## config.mk

```make
export PLATFORM = sky130hd
export DESIGN_NAME = l2_arbiter_rr_flat
export DESIGN_NICKNAME = d
export VERILOG_FILES = /design/src/rtl/lc3b_types.sv /design/src/rtl/l2_arbiter_rr_if.sv /design/src/rtl/rr_select.sv /design/src/rtl/l2_arbiter_rr.sv /design/src/flat_wrapper.sv
export SDC_FILE = /design/constraint.sdc
export NUM_CORES = 1
export LEC_CHECK = 0
export CAP_MARGIN = 20
export CORE_AREA = 8 8 265 267
export DETAILED_ROUTE_END_ITERATION = 8
export DIE_AREA = 0 0 273 275
export GPL_TIMING_DRIVEN = 0
export HOLD_SLACK_MARGIN = 0.12
export PLACE_DENSITY = 0.47
export SLEW_MARGIN = 25
export SYNTH_ARGS = -nofsm -noshare
export SYNTH_HDL_FRONTEND = slang
export SYNTH_SLANG_ARGS = --single-unit
export TNS_END_PERCENT = 30
```

## constraint.sdc

```tcl
create_clock -name clk -period 3.1 [get_ports clk]
set_clock_uncertainty 0.15 [all_clocks]
set_input_delay 0.465 -clock clk [delete_from_list [all_inputs] [get_ports clk]]
set_output_delay 0.465 -clock clk [all_outputs]
set_load 0.02 [all_outputs]
```

## src/rtl/lc3b_types.sv

```systemverilog
// Shared LC-3b memory-hierarchy types, plus the L2 arbiter constants and state encoding.
package lc3b_types;

    typedef logic [15:0]  lc3b_word;
    typedef logic [127:0] lc3b_line;

    localparam int unsigned L2_ARB_MAX_PORTS = 8;

    typedef enum logic {
        ARB_IDLE,
        ARB_BUSY
    } arb_state_t;

endpackage

```

## src/rtl/l2_arbiter_rr_if.sv

```systemverilog
// Client-side request bus and L2-side port of the L2 arbiter, bundled as one interface.
interface l2_arbiter_rr_if #(
    parameter int NUM_PORTS  = 2,
    parameter int ADDR_WIDTH = 16,
    parameter int LINE_WIDTH = 128
);
    localparam int IDW = $clog2(NUM_PORTS);

    logic [NUM_PORTS-1:0]            req_read;
    logic [NUM_PORTS-1:0]            req_write;
    logic [NUM_PORTS*ADDR_WIDTH-1:0] req_address;
    logic [NUM_PORTS*LINE_WIDTH-1:0] req_wdata;
    logic [LINE_WIDTH-1:0]           req_rdata;
    logic [NUM_PORTS-1:0]            req_resp;

    logic [LINE_WIDTH-1:0]           L2_rdata;
    logic                            L2_resp;
    logic                            L2_read;
    logic                            L2_write;
    logic [ADDR_WIDTH-1:0]           L2_address;
    logic [LINE_WIDTH-1:0]           L2_wdata;

    logic                            grant_valid;
    logic [IDW-1:0]                  grant_id;

    // Arbiter side.
    modport slave (
        input  req_read, req_write, req_address, req_wdata, L2_rdata, L2_resp,
        output req_rdata, req_resp, L2_read, L2_write, L2_address, L2_wdata,
               grant_valid, grant_id
    );

    // Environment side: L1 clients plus the L2 cache.
    modport master (
        output req_read, req_write, req_address, req_wdata, L2_rdata, L2_resp,
        input  req_rdata, req_resp, L2_read, L2_write, L2_address, L2_wdata,
               grant_valid, grant_id
    );

endinterface

```

## src/rtl/rr_select.sv

```systemverilog
// Combinational winner picker: first requester at/after rr_ptr (mode=1) or lowest index (mode=0).
module rr_select
    import lc3b_types::*;
#(
    parameter int NUM_PORTS = 2
) (
    input  logic [NUM_PORTS-1:0]         requests,
    input  logic [$clog2(NUM_PORTS)-1:0] rr_ptr,
    input  logic                         mode,
    output logic [$clog2(NUM_PORTS)-1:0] winner,
    output logic                         any_req
);
    localparam int IDW = $clog2(NUM_PORTS);

    always_comb begin
        int unsigned base;
        int unsigned idx;
        logic [IDW-1:0] sel;
        winner  = '0;
        any_req = 1'b0;
        base    = mode ? int'(rr_ptr) : 0;
        idx     = 0;
        sel     = '0;
        // Scan NUM_PORTS candidates starting at base, wrapping without a modulo.
        for (int unsigned k = 0; k < NUM_PORTS; k++) begin
            idx = base + k;
            if (idx >= NUM_PORTS) idx = idx - NUM_PORTS;
            sel = IDW'(idx);
            if (!any_req && requests[sel]) begin
                any_req = 1'b1;
                winner  = sel;
            end
        end
    end

endmodule

```

## src/rtl/l2_arbiter_rr.sv

```systemverilog
// N-port L1-to-L2 arbiter: grants one client, latches its request, holds it until L2_resp.
module l2_arbiter_rr
    import lc3b_types::*;
#(
    parameter int NUM_PORTS  = 2,
    parameter int ADDR_WIDTH = 16,
    parameter int LINE_WIDTH = 128,
    parameter int RR_MODE    = 1
) (
    input logic          clk,
    input logic          rst,
    l2_arbiter_rr_if.slave bus
);
    localparam int IDW = $clog2(NUM_PORTS);

    arb_state_t            state;
    logic [IDW-1:0]        rr_ptr;
    logic [IDW-1:0]        grant_id_q;
    logic                  read_q;
    logic                  write_q;
    logic                  grant_valid_q;
    logic [ADDR_WIDTH-1:0] address_q;
    logic [LINE_WIDTH-1:0] wdata_q;

    logic [NUM_PORTS-1:0]  requests;
    logic [IDW-1:0]        winner;
    logic                  any_req;
    logic [NUM_PORTS-1:0]  resp_vec;

    assign requests = bus.req_read | bus.req_write;

    rr_select #(
        .NUM_PORTS(NUM_PORTS)
    ) u_rr_select (
        .requests(requests),
        .rr_ptr  (rr_ptr),
        .mode    (RR_MODE != 0),
        .winner  (winner),
        .any_req (any_req)
    );

    always_ff @(posedge clk) begin
        if (rst) begin
            state         <= ARB_IDLE;
            rr_ptr        <= '0;
            grant_id_q    <= '0;
            read_q        <= 1'b0;
            write_q       <= 1'b0;
            grant_valid_q <= 1'b0;
            address_q     <= '0;
            wdata_q       <= '0;
        end else begin
            case (state)
                ARB_IDLE: begin
                    if (any_req) begin
                        state         <= ARB_BUSY;
                        grant_id_q    <= winner;
                        address_q     <= bus.req_address[int'(winner)*ADDR_WIDTH +: ADDR_WIDTH];
                        wdata_q       <= bus.req_wdata[int'(winner)*LINE_WIDTH +: LINE_WIDTH];
                        // Read and write together is illegal; the write is honoured.
                        write_q       <= bus.req_write[winner];
                        read_q        <= ~bus.req_write[winner];
                        grant_valid_q <= 1'b1;
                    end
                end
                ARB_BUSY: begin
                    if (bus.L2_resp) begin
                        state         <= ARB_IDLE;
                        read_q        <= 1'b0;
                        write_q       <= 1'b0;
                        grant_valid_q <= 1'b0;
                        rr_ptr        <= (grant_id_q == IDW'(NUM_PORTS - 1)) ? '0 : grant_id_q + 1'b1;
                    end
                end
                default: state <= ARB_IDLE;
            endcase
        end
    end

    always_comb begin
        resp_vec = '0;
        if (state == ARB_BUSY && bus.L2_resp) resp_vec[grant_id_q] = 1'b1;
    end

    assign bus.req_resp    = resp_vec;
    assign bus.req_rdata   = bus.L2_rdata;
    assign bus.L2_read     = read_q;
    assign bus.L2_write    = write_q;
    assign bus.L2_address  = address_q;
    assign bus.L2_wdata    = wdata_q;
    assign bus.grant_valid = grant_valid_q;
    assign bus.grant_id    = grant_id_q;

endmodule

```

## src/flat_wrapper.sv

```systemverilog
// flat-port wrapper written by rule: the top's interface ports become plain ports
module l2_arbiter_rr_flat import lc3b_types::*;
#(
    parameter int NUM_PORTS  = 2,
    parameter int ADDR_WIDTH = 16,
    parameter int LINE_WIDTH = 128,
    parameter int RR_MODE    = 1
)
  (clk, rst, bus_req_read, bus_req_write, bus_req_address, bus_req_wdata, bus_L2_rdata, bus_L2_resp, bus_req_rdata, bus_req_resp, bus_L2_read, bus_L2_write, bus_L2_address, bus_L2_wdata, bus_grant_valid, bus_grant_id);
  l2_arbiter_rr_if #(.NUM_PORTS(NUM_PORTS), .ADDR_WIDTH(ADDR_WIDTH), .LINE_WIDTH(LINE_WIDTH)) bus_i ();
  input logic clk;
  input logic rst;
  input wire logic [$bits(bus_i.req_read)-1:0] bus_req_read;
  input wire logic [$bits(bus_i.req_write)-1:0] bus_req_write;
  input wire logic [$bits(bus_i.req_address)-1:0] bus_req_address;
  input wire logic [$bits(bus_i.req_wdata)-1:0] bus_req_wdata;
  input wire logic [$bits(bus_i.L2_rdata)-1:0] bus_L2_rdata;
  input wire logic [$bits(bus_i.L2_resp)-1:0] bus_L2_resp;
  output wire logic [$bits(bus_i.req_rdata)-1:0] bus_req_rdata;
  output wire logic [$bits(bus_i.req_resp)-1:0] bus_req_resp;
  output wire logic [$bits(bus_i.L2_read)-1:0] bus_L2_read;
  output wire logic [$bits(bus_i.L2_write)-1:0] bus_L2_write;
  output wire logic [$bits(bus_i.L2_address)-1:0] bus_L2_address;
  output wire logic [$bits(bus_i.L2_wdata)-1:0] bus_L2_wdata;
  output wire logic [$bits(bus_i.grant_valid)-1:0] bus_grant_valid;
  output wire logic [$bits(bus_i.grant_id)-1:0] bus_grant_id;
  assign bus_i.req_read = bus_req_read;
  assign bus_i.req_write = bus_req_write;
  assign bus_i.req_address = bus_req_address;
  assign bus_i.req_wdata = bus_req_wdata;
  assign bus_i.L2_rdata = bus_L2_rdata;
  assign bus_i.L2_resp = bus_L2_resp;
  assign bus_req_rdata = bus_i.req_rdata;
  assign bus_req_resp = bus_i.req_resp;
  assign bus_L2_read = bus_i.L2_read;
  assign bus_L2_write = bus_i.L2_write;
  assign bus_L2_address = bus_i.L2_address;
  assign bus_L2_wdata = bus_i.L2_wdata;
  assign bus_grant_valid = bus_i.grant_valid;
  assign bus_grant_id = bus_i.grant_id;
  l2_arbiter_rr #(.NUM_PORTS(NUM_PORTS), .ADDR_WIDTH(ADDR_WIDTH), .LINE_WIDTH(LINE_WIDTH), .RR_MODE(RR_MODE)) u_core (.clk(clk), .rst(rst), .bus(bus_i));
endmodule
```

Word level (Yosys, flattened, before mapping)
Cells that the tools add are included.

operators by class
  $add $sub $neg = 4
  magnitude comparators = 7
  bitwise operators = 3
  mux-type cells = 26
  eq/ne operators = 2
  shift-type cells = 2
  reductions and logical operators = 7

operator list
  cell                                                        count
  indexed part select 256 x 9 -> 128 bit                      1
  indexed part select 32 x 6 -> 16 bit                        1
  2-to-1 mux 1 bit                                            20
  less-than comparator 1 x 2 -> 1 bit, second input constant  4
  case mux 1 bit (2 select lines)                             4
  AND reduction 2 bit                                         3
  logical AND 1 bit                                           3
  adder 1 x 1 -> 2 bit, second input constant                 1
  >= comparator 1 x 2 -> 1 bit, second input constant         1
  >= comparator 2 bit, second input constant                  1
  2-to-1 mux 2 bit                                            1
  != test 2 x 1 -> 1 bit, second input constant               1
  != test 2 bit, second input constant                        1
  inverter 1 bit                                              2
  OR 2 bit                                                    1
  subtractor 1 bit, second input constant                     2
  adder 1 bit, second input constant                          1
  demux 1 bit (select 1 bit)                                  1
  >= comparator 1 bit, second input constant                  1
  zero test 1 bit                                             1

word-level totals
  output and inout bits = 278
  bits in registers = 150
  bits of input ports = 423

Logic depth before layout (Yosys ltp)
Gate-level depths: netlist of the first run.

  word-level depth = 13
  gate-level depth with buffers = 7
  depth with buffers taken out = 3

Hierarchy
From an unflattened synthesis of the first run, not the netlist that was laid out.

unflattened totals
  cell total of the unflattened synthesis = 801
  area total of the unflattened synthesis = 7472.2 µm²

by module, submodules not included
  module         instances  seq. area each (µm²)  area an instance (µm²)  cells an instance
  l2_arbiter_rr  1          3002.9                7454.6                  798
  rr_select      1          0.0                   17.5                    3

Least setup slack after synthesis of the first run
OpenSTA, ideal clock, no wires.

  path type = input-to-reg
  start = in bus_req_write[1]
  end = reg u_core.wdata_q[17] (netlist: u_core.bus.L2_wdata[17])
  setup time = 0.089 ns
  arrival = 1.867 ns
  setup slack = 0.995 ns
  cell stages on the path = 7
  cells stage by stage = or4_1 -> clkbuf_1 -> and2_1 -> buf_2 -> buf_6 -> buf_6 -> a311oi_2

on the way
  word-level cells in the longest chain between the ends = 8
  elaborated cells between the ends (all ways) = 13
  those cells by class = shift: 1; mux: 8; bitwise: 1; reduce/logical: 3

ends and longest elaborated chain
  element                                                                               line                 text
  from (decl)                                                                           flat_wrapper.sv:14   input wire logic [$bits(bus_i.req_write)-1:0] bus_req_write;
  OR 2 bit (*)                                                                          l2_arbiter_rr.sv:30  assign requests = bus.req_read | bus.req_write;
  2-to-1 mux 1 bit (not written as such) (2 in a row)                                   rr_select.sv:29      if (!any_req && requests[sel]) begin
  2-to-1 mux 1 bit                                                                      rr_select.sv:29
  zero test 1 bit                                                                       rr_select.sv:29
  logical AND 1 bit                                                                     rr_select.sv:29
  2-to-1 mux 1 bit                                                                      rr_select.sv:29
  indexed part select 256 x 9 -> 128 bit / AND reduction 2 bit (equally long branches)  -
  to (signal assigned)                                                                  l2_arbiter_rr.sv:59  wdata_q <= bus.req_wdata[int'(winner)*LINE_WIDTH +: LINE_WIDTH];
  to (decl)                                                                             l2_arbiter_rr.sv:23  logic [LINE_WIDTH-1:0] wdata_q;

Every way passes the cells marked *; elsewhere a longest branch is shown, timed or not. The select of a mux whose other input is x is not followed.
A chain may end at the register's enable or synchronous reset.

Final worst setup path of the first run
  start = in bus_req_write[1]
  end = reg u_core.wdata_q[65] (netlist: u_core.bus.L2_wdata[65])

The elaborated chain is that of the path after synthesis.

==> reports/qor.csv, run 1 <==
stage,metric,value,unit
job,cap_violations,0,
route,drt-vias-per-instance,4.24,
worst_hold_path,min_path_type,flop to flop,
worst_setup_path,critPathMaxStageDelay,550,ps
route,ant_nets,0,
clocking,cts-buffers-inserted,17,
sta,hold_violations,0,
sta,fmax,0.346,GHz
clocking,root_buffer,clkbuf_16,
yosys,async_reset_ff_share,0,%
worst_setup_path,reg2reg_depth,6,
yosys,synth_edf_count,0,
floorplanning,core_region_area,66300,sq um
worst_setup_path,path_cells,"clkdlybuf4s50_1, nor2_4, clkbuf_4, clkbuf_1, clkbuf_1, nand3b_1, a311oi_1",
yosys,ys_warn_count,0,
worst_setup_path,worstPathRequired,3290,ps
yosys,synthFlopType,dfxtp_1,
route,vias,10549,
yosys,syn_inst,1012,
power,pwr-share-clk,32.6,%
placed_design,hpwl,46700,um
worst_setup_path,path_common_cell,clkbuf_1,
placed_design,portBuffers,571,
floorplanning,rows,95,
route,maxUsedRoutingLayer,met5,
power,switchingPower,2.34,mW
status,status,finished clean,
worst_setup_path,r2r-end,u_core.bus.L2_wdata[20],
cells_and_area,multi_input_area,4080,sq um
power,pwr-share-comb,34.9,%
grt,grt_max_degree,20,
worst_setup_path,crit_type,primary input to flop,
power,p_leak,5.43,nW
sta,post-route-period-util,93.2,%
clocking,clock_latency,480,ps
cells_and_area,final_nets,2024,
yosys,yosys-top-cells-area,"dfxtp_1, a311oi_1, nand3b_1",
route,wl_per_cell,22.9,um
grt,antenna_found_initial,4,
route,met2_length,28400,um
worst_setup_path,r2r-start,u_core.rr_ptr,
power,powerDensity,431,nW/um^2
yosys,ys_seq_area_share,34.9,%
route,dr.first_iter.drc_count,575,
worst_hold_path,min_from,u_core.bus.grant_valid,
sta,worst_slew_pin_slew,897,ps
clocking,clock_path_buffers,2,
yosys,synth_most_common_cell,dfxtp_1,
floorplanning,fp.dieH,275,um
worst_setup_path,crit_slowest_cell,clkbuf_4,
yosys,synth_area_leader_cell,dfxtp_1,
placed_design,gp_congestion,0.873,
power,p_sw_share,34.0,%
yosys,ys_top_cells_by_count,"dfxtp_1, a21oi_1, nand3b_1, o21ai_0, buf_4",
route,met1Wirelength,22100,um
yosys,synth_area,8600,sq um
power,p_int,4.56,mW
clocking,cts_tree,built,
floorplanning,io_pins,701,
cells_and_area,fillCellCount,7294,
yosys,syn_nets,1435,
worst_hold_path,hold_end,u_core.bus.grant_valid,
power,seq_power_share,32.6,%
cells_and_area,drive_gt1_share,12.5,%
route,firstDrtPassIters,5,
yosys,ys_seq_elements,150,
clocking,clock_sinks,150,
power,ir_drop,0.347,mV
sta,min_period,2890,ps
yosys,synth_top_area_share,34.9,%
worst_setup_path,cp-start-kind,primary input,
clocking,htreeDepth,4,
sta,timing.slew.headroom,40.2,%
worst_hold_path,whs_path_depth,2,
worst_setup_path,arrival,3080,ps
yosys,syn_avg_cell_area,8.49,sq um
route,drc,0,
worst_setup_path,end_kind,flop,
sta,setup_viol,0,
cells_and_area,syn2layout_area_growth,86.4,%
worst_setup_path,crit_family,buffers and inverters,
floorplanning,start_util,13.0,%
sta,holdWs,318,ps
cells_and_area,regArea,3000,sq um
floorplanning,die_area,75100,sq um
grt,grt_pass1_wl,79400,um
worst_setup_path,r2r_slack,310,ps
cells_and_area,final_util,24.2,%
floorplanning,fp.dieW,273,um
sta,grt_setup_unrepaired,no,
clocking,clk_pin_slew,70,ps
route,wirelength,57000,um
sta,drv_slew,0,
worst_setup_path,path_buf_inv,4,
grt,grt.total_usage,14.3,%
worst_setup_path,path_max_fanout,19,
route,dr_wl_met3,5340,um
grt,overflow,0,
yosys,ys_types,29,
grt,grt_pass1_vias,11211,
==> sequential cells by signal (all words and copies together), names as in the netlist <==
name	flops
u_core.state	1
u_core.bus.L2_wdata	128
u_core.rr_ptr	1
u_core.bus.grant_valid	1
u_core.bus.L2_address	16
u_core.bus.L2_write	1
u_core.bus.L2_read	1
u_core.bus.grant_id	1
==> layer usage <==
layer | vias up | track usage [%]
met5 | - | 0
met4 | 2 | 4.00
met3 | 51 | 5.74
met2 | 530 | 25.1
met1 | 5074 | 16.0
li1 | 4892 | -
==> final cells by class <==
| type | count | share of cell area [%] |
|---|---|---|
| Buffer | 256 | 9.48 |
| Tap cell | 873 | 6.82 |
| Timing Repair Buffer | 571 | 35.7 |
| Antenna cell | 1 | 0.0156 |
| Clock buffer | 22 | 2.96 |
| Multi-Input combinational cell | 601 | 25.5 |
| Inverter | 4 | 0.0937 |
| Sequential cell | 150 | 18.7 |
| Clock inverter | 10 | 0.750 |
==> worst max path at each step <==
stage / start / end / slack (ps) / cells past startpoint
2_1_floorplan: bus_req_write[1] / u_core.bus.L2_wdata[17] / 990 / 7
3_5_place_dp: bus_req_write[1] / u_core.bus.L2_wdata[18] / -1110 / 7
6_report: bus_req_write[1] / u_core.bus.L2_wdata[65] / 210 / 7
3_3_place_gp: bus_req_write[1] / u_core.bus.L2_wdata[18] / -2340 / 7
4_1_cts: u_core.rr_ptr / u_core.bus.L2_wdata[16] / 20 / 6
5_1_grt: bus_req_write[1] / u_core.bus.L2_wdata[68] / 4 / 7
==> cells in the final DEF, fill, tap and decap left out, types with 3 or more instances in the layout <==
master and instances:
o21ai_0 144, clkbuf_2 8, a311oi_2 20, clkbuf_1 104, nand3b_1 144, a311oi_1 124, buf_2 3, buf_1 6
clkbuf_16 17, dfxtp_1 150, clkbuf_8 3, a21oi_1 146, buf_6 7, clkdlybuf4s50_1 571, inv_1 4, nand2_1 3
buf_4 128
==> power groups by stage <==
stage | registers (mW) | logic, mW | clock network [mW]
floorplan | 2.50 | 0.874 | 0
global placement | 2.28 | 2.44 | 0
detailed placement | 2.29 | 2.44 | 0
CTS | 2.25 | 2.45 | 2.34
global route | 2.27 | 2.57 | 2.39
finish | 2.25 | 2.41 | 2.25
==> per-stage QoR <==
stage	setup TNS (ps)	worst slack, ps	std cells	total power [mW]	instance area (sq um)
floorplan	0	995	1012	3.37	8600
global placement	-261430	-2340	2456	4.72	15400
detailed placement	-104130	-1110	2456	4.73	15400
CTS	0	18.2	2487	7.04	16000
global route	0	4.39	2487	7.23	16000
finish	0	210	2488	6.90	16000
==> logic make-up (layout without fill, tap and decap cells) <==
kind of cell           count (synthesis)  count (layout)  synth area share [%]
and+or+nand+nor                      156             156                  13.3
DFF                                  150             150                  34.9
AOI/OAI and AO/OA                    444             444                  34.0
other                                  0               1                     0
muxes                                  1               1                 0.131
buffers and inverters                261             863                  17.6
==> repair_timing <==
item	4_1_cts	5_1_grt
setup endpoints to repair	110	17
hold buffers	0	0
resized for setup	6	6
buffers inserted	0	0
==> worst min-delay path, delay by kind of cell (launching register included) <==
kind | cells | cell delay, ps
flops | 1 | 310
simple gates | 1 | 60
compound gates | 1 | 50
(Power assumes the default switching activity.)
==> run 2, diff against run 1 <==
--- a/config.mk
+++ b/config.mk
@@ -16,4 +16,4 @@
 export SYNTH_ARGS = -nofsm -noshare
 export SYNTH_HDL_FRONTEND = slang
 export SYNTH_SLANG_ARGS = --single-unit
-export TNS_END_PERCENT = 30
+export TNS_END_PERCENT = 20
==> results of run 2 <==
No change in the layout: final DEF, timing and power equal those of run 1.
